$ cat config.mk
export PLATFORM = sky130hd
export DESIGN_NAME = decode_regfile_stage_flat
export DESIGN_NICKNAME = d
export VERILOG_FILES = /design/src/rtl/decode_regfile_if.sv /design/src/rtl/decode_regfile_stage.sv /design/src/flat_wrapper.sv
export SDC_FILE = /design/constraint.sdc
export NUM_CORES = 2
export LEC_CHECK = 0
export ABC_CLOCK_PERIOD_IN_PS = 33100
export BUFFER_PORTS_ARGS = -buffer_cell sky130_fd_sc_hd__buf_2
export CORE_MARGIN = 5
export CORE_UTILIZATION = 57
export CTS_CLUSTER_SIZE = 14
export DETAILED_ROUTE_END_ITERATION = 8
export MAX_ROUTING_LAYER = met4
export PLACE_DENSITY = 0.77
export REMOVE_ABC_BUFFERS = 1
export SLEW_MARGIN = 10
export SYNTH_ARGS = -nofsm -noshare
export SYNTH_HDL_FRONTEND = slang
export SYNTH_SLANG_ARGS = --single-unit
$ cat constraint.sdc
create_clock -name clk -period 33.1 [get_ports clk]
set_input_delay 3.31 -clock clk [delete_from_list [all_inputs] [get_ports clk]]
set_output_delay 3.31 -clock clk [all_outputs]
set_load 0.005 [all_outputs]
$ cat src/rtl/decode_regfile_if.sv
// Decode-stage bus: fetch-side instruction, pipeline control, write-back port
// and the registered ID/EX outputs.
interface decode_regfile_if #(
    parameter int XLEN = 32,
    parameter int AW   = 5
);
    logic            instr_valid;
    logic [31:0]     instruction;
    logic            stall;
    logic            flush;
    logic            wb_en;
    logic [AW-1:0]   wb_addr;
    logic [XLEN-1:0] wb_data;

    logic            out_valid;
    logic [6:0]      out_opcode;
    logic [4:0]      out_rd;
    logic [4:0]      out_rs1;
    logic [4:0]      out_rs2;
    logic [2:0]      out_funct3;
    logic [6:0]      out_funct7;
    logic [XLEN-1:0] out_imm;
    logic [XLEN-1:0] out_rs1_data;
    logic [XLEN-1:0] out_rs2_data;
    logic            out_illegal;

    modport master (
        output instr_valid, instruction, stall, flush, wb_en, wb_addr, wb_data,
        input  out_valid, out_opcode, out_rd, out_rs1, out_rs2, out_funct3,
               out_funct7, out_imm, out_rs1_data, out_rs2_data, out_illegal
    );

    modport slave (
        input  instr_valid, instruction, stall, flush, wb_en, wb_addr, wb_data,
        output out_valid, out_opcode, out_rd, out_rs1, out_rs2, out_funct3,
               out_funct7, out_imm, out_rs1_data, out_rs2_data, out_illegal
    );
endinterface

$ cat src/rtl/decode_regfile_stage.sv
// RV32 decode stage: field/immediate decode, register file with write-back
// forwarding, and a registered ID/EX output supporting stall and flush.
module decode_regfile_stage #(
    parameter int XLEN      = 32,
    parameter int REG_COUNT = 32,
    parameter bit BYPASS    = 1'b1
) (
    input  logic            clk,
    input  logic            reset,
    decode_regfile_if.slave bus
);
    localparam int AW = $clog2(REG_COUNT);

    localparam logic [6:0] OPC_OP_IMM = 7'b0010011;
    localparam logic [6:0] OPC_LOAD   = 7'b0000011;
    localparam logic [6:0] OPC_JALR   = 7'b1100111;
    localparam logic [6:0] OPC_SYSTEM = 7'b1110011;
    localparam logic [6:0] OPC_STORE  = 7'b0100011;
    localparam logic [6:0] OPC_BRANCH = 7'b1100011;
    localparam logic [6:0] OPC_LUI    = 7'b0110111;
    localparam logic [6:0] OPC_AUIPC  = 7'b0010111;
    localparam logic [6:0] OPC_JAL    = 7'b1101111;
    localparam logic [6:0] OPC_OP     = 7'b0110011;

    typedef enum logic [2:0] {
        FMT_R   = 3'd0,
        FMT_I   = 3'd1,
        FMT_S   = 3'd2,
        FMT_B   = 3'd3,
        FMT_U   = 3'd4,
        FMT_J   = 3'd5,
        FMT_BAD = 3'd6
    } fmt_e;

    typedef struct packed {
        logic            valid;
        logic [6:0]      opcode;
        logic [4:0]      rd;
        logic [4:0]      rs1;
        logic [4:0]      rs2;
        logic [2:0]      funct3;
        logic [6:0]      funct7;
        logic [XLEN-1:0] imm;
        logic [XLEN-1:0] rs1_data;
        logic [XLEN-1:0] rs2_data;
        logic            illegal;
    } stage_t;

    logic [REG_COUNT-1:0][XLEN-1:0] regs_q;
    logic [REG_COUNT-1:0][XLEN-1:0] regs_d;
    stage_t                         stage_q;
    stage_t                         stage_d;

    logic [31:0]     ins_s;
    logic [4:0]      rs1_s;
    logic [4:0]      rs2_s;
    logic [4:0]      rd_s;
    fmt_e            fmt_s;
    logic [31:0]     imm32_s;
    logic [XLEN-1:0] imm_s;
    logic            uses_rd_s;
    logic            uses_rs1_s;
    logic            uses_rs2_s;
    logic            illegal_s;
    logic            wb_live_s;
    logic [XLEN-1:0] rs1_val_s;
    logic [XLEN-1:0] rs2_val_s;

    // Index exists in this register file (RV32E has only x0..x15).
    function automatic logic idx_ok(input logic [4:0] idx);
        return (idx >> AW) == 5'd0;
    endfunction

    function automatic logic wb_hits(input logic live, input logic [AW-1:0] waddr,
                                     input logic [4:0] idx);
        return live && (5'(waddr) == idx);
    endfunction

    assign ins_s     = bus.instruction;
    assign rs1_s     = ins_s[19:15];
    assign rs2_s     = ins_s[24:20];
    assign rd_s      = ins_s[11:7];
    assign wb_live_s = bus.wb_en && (bus.wb_addr != {AW{1'b0}});
    assign imm_s     = XLEN'($signed(imm32_s));

    // Instruction format classification and which register fields it uses.
    always_comb begin
        fmt_s      = FMT_BAD;
        uses_rd_s  = 1'b0;
        uses_rs1_s = 1'b0;
        uses_rs2_s = 1'b0;
        case (ins_s[6:0])
            OPC_OP_IMM, OPC_LOAD, OPC_JALR, OPC_SYSTEM: begin
                fmt_s = FMT_I; uses_rd_s = 1'b1; uses_rs1_s = 1'b1;
            end
            OPC_STORE:  begin fmt_s = FMT_S; uses_rs1_s = 1'b1; uses_rs2_s = 1'b1; end
            OPC_BRANCH: begin fmt_s = FMT_B; uses_rs1_s = 1'b1; uses_rs2_s = 1'b1; end
            OPC_LUI, OPC_AUIPC: begin fmt_s = FMT_U; uses_rd_s = 1'b1; end
            OPC_JAL:    begin fmt_s = FMT_J; uses_rd_s = 1'b1; end
            OPC_OP: begin
                fmt_s = FMT_R; uses_rd_s = 1'b1; uses_rs1_s = 1'b1; uses_rs2_s = 1'b1;
            end
            default:    fmt_s = FMT_BAD;
        endcase
    end

    // Immediate assembly, sign bit always taken from instruction bit 31.
    always_comb begin
        imm32_s = 32'd0;
        case (fmt_s)
            FMT_I:   imm32_s = {{20{ins_s[31]}}, ins_s[31:20]};
            FMT_S:   imm32_s = {{20{ins_s[31]}}, ins_s[31:25], ins_s[11:7]};
            FMT_B:   imm32_s = {{19{ins_s[31]}}, ins_s[31], ins_s[7], ins_s[30:25],
                                ins_s[11:8], 1'b0};
            FMT_U:   imm32_s = {ins_s[31:12], 12'd0};
            FMT_J:   imm32_s = {{11{ins_s[31]}}, ins_s[31], ins_s[19:12], ins_s[20],
                                ins_s[30:21], 1'b0};
            default: imm32_s = 32'd0;
        endcase
    end

    assign illegal_s = (fmt_s == FMT_BAD)
                     || (uses_rd_s  && !idx_ok(rd_s))
                     || (uses_rs1_s && !idx_ok(rs1_s))
                     || (uses_rs2_s && !idx_ok(rs2_s));

    // Operand read; a write landing on the same edge is forwarded when enabled.
    always_comb begin
        rs1_val_s = {XLEN{1'b0}};
        rs2_val_s = {XLEN{1'b0}};
        if (BYPASS && wb_hits(wb_live_s, bus.wb_addr, rs1_s)) rs1_val_s = bus.wb_data;
        else if (idx_ok(rs1_s)) rs1_val_s = regs_q[rs1_s[AW-1:0]];
        else rs1_val_s = {XLEN{1'b0}};
        if (BYPASS && wb_hits(wb_live_s, bus.wb_addr, rs2_s)) rs2_val_s = bus.wb_data;
        else if (idx_ok(rs2_s)) rs2_val_s = regs_q[rs2_s[AW-1:0]];
        else rs2_val_s = {XLEN{1'b0}};
    end

    // Register file write; x0 is never written so it always reads zero.
    always_comb begin
        regs_d = regs_q;
        if (wb_live_s) regs_d[bus.wb_addr] = bus.wb_data;
        else regs_d = regs_q;
    end

    // Output stage: flush beats stall beats accept; stalled operands track write-back.
    always_comb begin
        stage_d = stage_q;
        if (bus.flush) begin
            stage_d.valid = 1'b0;
        end else if (bus.stall) begin
            if (wb_hits(wb_live_s, bus.wb_addr, stage_q.rs1)) stage_d.rs1_data = bus.wb_data;
            else stage_d.rs1_data = stage_q.rs1_data;
            if (wb_hits(wb_live_s, bus.wb_addr, stage_q.rs2)) stage_d.rs2_data = bus.wb_data;
            else stage_d.rs2_data = stage_q.rs2_data;
        end else if (bus.instr_valid) begin
            stage_d.valid    = 1'b1;
            stage_d.opcode   = ins_s[6:0];
            stage_d.rd       = rd_s;
            stage_d.rs1      = rs1_s;
            stage_d.rs2      = rs2_s;
            stage_d.funct3   = ins_s[14:12];
            stage_d.funct7   = ins_s[31:25];
            stage_d.imm      = imm_s;
            stage_d.rs1_data = rs1_val_s;
            stage_d.rs2_data = rs2_val_s;
            stage_d.illegal  = illegal_s;
        end else begin
            stage_d.valid = 1'b0;
        end
    end

    // Register file state.
    always_ff @(posedge clk or posedge reset) begin
        if (reset) regs_q <= '0;
        else regs_q <= regs_d;
    end

    // ID/EX output register.
    always_ff @(posedge clk or posedge reset) begin
        if (reset) stage_q <= '0;
        else stage_q <= stage_d;
    end

    assign bus.out_valid    = stage_q.valid;
    assign bus.out_opcode   = stage_q.opcode;
    assign bus.out_rd       = stage_q.rd;
    assign bus.out_rs1      = stage_q.rs1;
    assign bus.out_rs2      = stage_q.rs2;
    assign bus.out_funct3   = stage_q.funct3;
    assign bus.out_funct7   = stage_q.funct7;
    assign bus.out_imm      = stage_q.imm;
    assign bus.out_rs1_data = stage_q.rs1_data;
    assign bus.out_rs2_data = stage_q.rs2_data;
    assign bus.out_illegal  = stage_q.illegal;
endmodule

$ cat src/flat_wrapper.sv
// flat-port wrapper written by rule: the top's interface ports become plain ports
module decode_regfile_stage_flat 
#(
    parameter int XLEN      = 32,
    parameter int REG_COUNT = 32,
    parameter bit BYPASS    = 1'b1
)
  (clk, reset, bus_instr_valid, bus_instruction, bus_stall, bus_flush, bus_wb_en, bus_wb_addr, bus_wb_data, bus_out_valid, bus_out_opcode, bus_out_rd, bus_out_rs1, bus_out_rs2, bus_out_funct3, bus_out_funct7, bus_out_imm, bus_out_rs1_data, bus_out_rs2_data, bus_out_illegal);
  decode_regfile_if #(.XLEN(XLEN), .AW(5)) bus_i ();
  input  logic clk;
  input  logic reset;
  input wire logic [$bits(bus_i.instr_valid)-1:0] bus_instr_valid;
  input wire logic [$bits(bus_i.instruction)-1:0] bus_instruction;
  input wire logic [$bits(bus_i.stall)-1:0] bus_stall;
  input wire logic [$bits(bus_i.flush)-1:0] bus_flush;
  input wire logic [$bits(bus_i.wb_en)-1:0] bus_wb_en;
  input wire logic [$bits(bus_i.wb_addr)-1:0] bus_wb_addr;
  input wire logic [$bits(bus_i.wb_data)-1:0] bus_wb_data;
  output wire logic [$bits(bus_i.out_valid)-1:0] bus_out_valid;
  output wire logic [$bits(bus_i.out_opcode)-1:0] bus_out_opcode;
  output wire logic [$bits(bus_i.out_rd)-1:0] bus_out_rd;
  output wire logic [$bits(bus_i.out_rs1)-1:0] bus_out_rs1;
  output wire logic [$bits(bus_i.out_rs2)-1:0] bus_out_rs2;
  output wire logic [$bits(bus_i.out_funct3)-1:0] bus_out_funct3;
  output wire logic [$bits(bus_i.out_funct7)-1:0] bus_out_funct7;
  output wire logic [$bits(bus_i.out_imm)-1:0] bus_out_imm;
  output wire logic [$bits(bus_i.out_rs1_data)-1:0] bus_out_rs1_data;
  output wire logic [$bits(bus_i.out_rs2_data)-1:0] bus_out_rs2_data;
  output wire logic [$bits(bus_i.out_illegal)-1:0] bus_out_illegal;
  assign bus_i.instr_valid = bus_instr_valid;
  assign bus_i.instruction = bus_instruction;
  assign bus_i.stall = bus_stall;
  assign bus_i.flush = bus_flush;
  assign bus_i.wb_en = bus_wb_en;
  assign bus_i.wb_addr = bus_wb_addr;
  assign bus_i.wb_data = bus_wb_data;
  assign bus_out_valid = bus_i.out_valid;
  assign bus_out_opcode = bus_i.out_opcode;
  assign bus_out_rd = bus_i.out_rd;
  assign bus_out_rs1 = bus_i.out_rs1;
  assign bus_out_rs2 = bus_i.out_rs2;
  assign bus_out_funct3 = bus_i.out_funct3;
  assign bus_out_funct7 = bus_i.out_funct7;
  assign bus_out_imm = bus_i.out_imm;
  assign bus_out_rs1_data = bus_i.out_rs1_data;
  assign bus_out_rs2_data = bus_i.out_rs2_data;
  assign bus_out_illegal = bus_i.out_illegal;
  decode_regfile_stage #(.XLEN(XLEN), .REG_COUNT(REG_COUNT), .BYPASS(BYPASS)) u_core (.clk(clk), .reset(reset), .bus(bus_i));
endmodule
* Word-level counts from Yosys, hierarchy flattened
Index checks and enable logic that the tools add are counted. Widths: inputs -> output; s select.
Cells by class: add/sub/neg operators 0, multiply operators 0, divide/modulo/power cells 0, magnitude comparators 4, equal/unequal tests 23, shifts and indexed selects 0, muxes and demuxes 18, bitwise gates (word level) 2, reductions and logical operators 13
Operators by type and width (count):
- $bwmux 1024 | 1
- $bmux 32 s5 | 2
- $mux 32 | 7
- $demux 32 s5 | 1
- $pmux 32 s5 | 1
- $mux 129 | 1
- $mux 65 | 1
- $mux 64 | 1
- $eq 7x7->1 const B | 4
- $eq 7x6->1 const B | 3
- $eq 5x5->1 | 4
- $lt 5x6->1 const B | 3
- $pmux 3 s6 | 1
- $eq 7x5->1 const B | 2
- $eq 3x3->1 const B | 3
- $reduce_and 3->1 | 3
- $eq 7x2->1 const B | 1
- $eq 3x2->1 const B | 2
- $logic_and 1x1->1 | 6
- $ne 2x1->1 const B | 3
- $ge 5x1->1 const B | 1
- $reduce_bool 5->1 | 1
- $reduce_or 4->1 | 1
- $eq 3x1->1 const B | 1
- 4 further kinds | 6
Word-level totals: register bits 1154, bits in latches 0, bits in writable memories 0, bits in read-only memories 0, output and inout bits 130, logic and storage cells 103, memories kept 0

* Logic depth before layout (Yosys ltp)
word-level depth 8, gate-level depth with buffers 10

* Least setup slack after synthesis
No wires, ideal clock.
kind input -> register, from in bus_instruction[20], to reg u_core.stage_q, in the netlist u_core.bus.out_rs2_data[30], library setup time 0.126 ns, arrival time 5.207 ns, path slack 27.767 ns, stages 7, path through buf_2 > buf_2 > buf_4 > mux4_2 > a2111oi_0 > nor4_1 > a221o_1
Between the ends: longest elaborated chain between the ends 5, elaborated cells between the ends (all ways) 7, classes of those cells eq/ne: 1; mux: 5; reduce/logical: 1
Ends and longest elaborated chain:
- start: declaration | line flat_wrapper.sv:13 | input wire logic [$bits(bus_i.instruction)-1:0] bus_instruction;
- $bmux 32 s5 or $eq 5x5->1 (tied branches) | line decode_regfile_stage.sv:135, decode_regfile_stage.sv:76
- $mux 32 (implied by the code) or $logic_and 1x1->1 (tied branches) | line decode_regfile_stage.sv:135, decode_regfile_stage.sv:76
- $mux 32 * | line decode_regfile_stage.sv:134 | if (BYPASS && wb_hits(wb_live_s, bus.wb_addr, rs2_s)) rs2_val_s = bus.wb_data;
- $mux 129 * | line decode_regfile_stage.sv:156 | end else if (bus.instr_valid) begin
- $mux 64 * | line decode_regfile_stage.sv:151 | end else if (bus.stall) begin
- end signal: assignment | line decode_regfile_stage.sv:182 | else stage_q <= stage_d;
- end: declaration | line decode_regfile_stage.sv:51 | stage_t stage_q;
Mark *: on every way between the ends. The rest lies on a longest branch, timed or not. The select of a mux whose other input is x is not followed. A chain may end at the register's enable or synchronous reset.

* Worst setup path after layout
from in bus_instruction[20], to reg u_core.stage_q, in the netlist u_core.bus.out_rs2_data[11]
The elaborated chain is that of the path after synthesis.

==> run metrics <==
Distinct cells, synth 57; clock transition at the registers of the reported paths 0.06 ns; DRC 0; clk_skew 0.0200 ns; Mapped Area 59600 sq um; H-tree level count 3; clock period minus worst slack 6.94 ns; max cap viols 0; WP data arrival 7.57 ns; vias in the first global route 38800; RSZ-0062 raised after global routing false; final WL 176000 um; Peak supply drop 0.0402 mV; GP Congestion 0.824; hold_sp u_core.regs_q[16]$_DFFE_PP0P_; Mapped Cells 3872; Placeable Area 104000 sq um; Min-Delay Path Class register to register; DP Cell Count 5099; pwr dens 62.7 nW/um^2; grt ovf 0; Worst Hold End u_core.regs_q[16]$_DFFE_PP0P_; DRT Pass-1 Iters 5; Die ar. 111000 sq um; I/O pin total 205; share of cells above drive strength 1 49.5%; Avg WL per Cell 33.2 um; syn_area_per_cell 15.4 sq um; top post-synthesis cells by area dfrtp_1, mux4_2, mux2_2; first-pass GRT wire length 264000 um; max-slew violation count 0; worst-margin pin slew 1.23 ns; post-synthesis sequential area ratio 48.4%; Clock Tree Root clkbuf_16; width of the die 333 um; worst slack at placement 25.45 ns; Initial Util 57.5%; reg2reg setup slack 30.31 ns; DRT iter0 DRCs 4424; initial antenna violation count 4; Post-synth EDFFs 0; most common cell in the netlist dfrtp_1; pin count of the biggest net entering global routing 169; setup ws final 26.16 ns; via count 38100; CTS tree built; WHS Path Cells 0; crit path launch type input pin; detailed placement HPWL 95900 um; Yosys top cell area share 48.4%; Setup Viol. Count Final 0; total negative slack 0 ns; Fin. Hold Viols 0; Lkg Pwr 28.6 nW; Commonest cells post-synth dfrtp_1, mux2_2, mux4_2; port bufs 204; CTS sink count 1154; worst r2r src u_core.bus.out_rs1[4]$_DFFE_PP0P_; CTS Buf Count 118; die height 333 um; total global-route track usage 32.6%; Final nets 3914; ys async rst share 100%; Crit. End Element register; Vias/cell 7.17; Layout Cells excl Fill 5318; FF-to-FF path depth 7; Hold Buf Count CTS 0; critical-path maximum fanout 98; CTS resizes 0; largest area contributor in the netlist dfrtp_1; R2R Path End u_core.bus.out_rs1_data[17]$_DFFE_PP0P_; max frequency 0.144 GHz; final period utilization 21.0%; CP Data Required Time 33.73 ns; Tot Pwr 4.12 mW; clk_lat worst skew 0.70 ns; ANT nets after route 0; row count 118; synth warn 0; buffer count from post-CTS setup fixing 0; ys flop type dfrtp_1; clock buffer depth 3; Layout Utilization 63.2%; outcome complete, no violations; Slew HR 17.6%; CP Class input pin to register; synthesized flop and latch total 1154; Area growth syn-to-layout 10.0%
## flip-flops by register name, indices dropped and copies added (netlist names)
name and cells:
u_core.bus.out_funct3 3, u_core.bus.out_funct7 7, u_core.bus.out_illegal 1, u_core.bus.out_imm 32, u_core.bus.out_opcode 7, u_core.bus.out_rd 5
u_core.bus.out_rs1 5, u_core.bus.out_rs1_data 32, u_core.bus.out_rs2 5, u_core.bus.out_rs2_data 32, u_core.bus.out_valid 1, u_core.regs_q 1024
## how the worst max path moves through the flow
stage | start | depth (start not counted) | to
2_1_floorplan | reset | 1 | u_core.bus.out_funct3[0]$_DFFE_PP0P_
3_3_place_gp | bus_instruction[20] | 9 | u_core.bus.out_rs2_data[9]$_DFFE_PP0P_
3_5_place_dp | bus_instruction[20] | 9 | u_core.bus.out_rs2_data[5]$_DFFE_PP0P_
4_1_cts | bus_instruction[20] | 9 | u_core.bus.out_rs2_data[25]$_DFFE_PP0P_
5_1_grt | bus_instruction[20] | 9 | u_core.bus.out_rs2_data[4]$_DFFE_PP0P_
6_report | bus_instruction[20] | 9 | u_core.bus.out_rs2_data[11]$_DFFE_PP0P_
## kinds of logic (layout without fill, tap and decap cells)
logic type	after synthesis	count (layout)	share of synthesized area (%)
XOR/XNOR	20	20	0.294
buffers and inverters	451	512	3.28
AND/OR/NAND/NOR	331	331	2.35
AO/OA/AOI/OAI	263	263	3.23
multiplexers	1653	1653	42.4
flip-flops	1154	1154	48.4
other	0	5	0
## critical path, cell delays in order
cell and delay, ns:
buf_8 0.66, buf_12 0.68, buf_4 0.82, xnor2_1 0.19, o2111ai_1 0.20, or3_1 0.40
o21ai_4 0.07, buf_4 0.68, a221o_1 0.27
## power breakdown
group          internal, mW  switching, mW  total, mW
logic                 0.487          0.300      0.787
registers              1.68          0.218       1.90
clock network         0.846          0.584       1.43
## cell type report
cell class / count / area, sq um
fill: 7347 / 38200
multi-input combinational: 2267 / 29000
sequential: 1154 / 28900
clock buffer: 154 / 3330
timing repair buffer: 282 / 1740
tap: 1380 / 1730
clock inverter: 60 / 803
inverter: 16 / 70.1
antenna: 5 / 12.5
## layout by cell type (no fill, tap or decap), types with 5 or more instances in the layout
cell type / n
dfrtp_1: 1154
mux2_2: 815
mux4_2: 600
nand2_1: 202
buf_2: 195
mux2_1: 181
clkbuf_16: 120
buf_4: 75
mux2i_1: 57
a21oi_1: 44
a221o_1: 42
nor2_1: 38
o21ai_0: 36
a221oi_1: 27
clkinv_2: 27
a22oi_1: 22
clkbuf_8: 21
bufinv_16: 18
o221ai_1: 15
clkbuf_1: 14
nor2_4: 13
inv_1: 13
a22o_1: 12
a31oi_1: 12
nand2_2: 11
o21ai_1: 11
xor2_1: 10
xnor2_1: 10
nor3_1: 9
clkinvlp_4: 9
a32oi_1: 8
nand3_1: 7
nor2b_1: 7
a21o_1: 7
a211oi_1: 7
buf_12: 6
diode_2: 5
or2_2: 5
and2_1: 5
## metrics by stage
| stage | hold WS [ns] | instance area (sq um) |
|---|---|---|
| after floorplan | 0.365 | 57700 |
| after global routing | 0.407 | 65600 |
| after CTS | 0.399 | 65600 |
| after global placement | 0.377 | 61500 |
| final | 0.396 | 65600 |
| after detailed placement | 0.382 | 61500 |
## routing by layer
layer,track usage [%],wire [um],vias up
met3,8.16,19000,449
met5,-,0,-
met4,11.3,6890,0
met1,45.7,70600,20500
met2,47.3,79900,2265
li1,-,-,14900
Power figures use the tool's default switching activity.
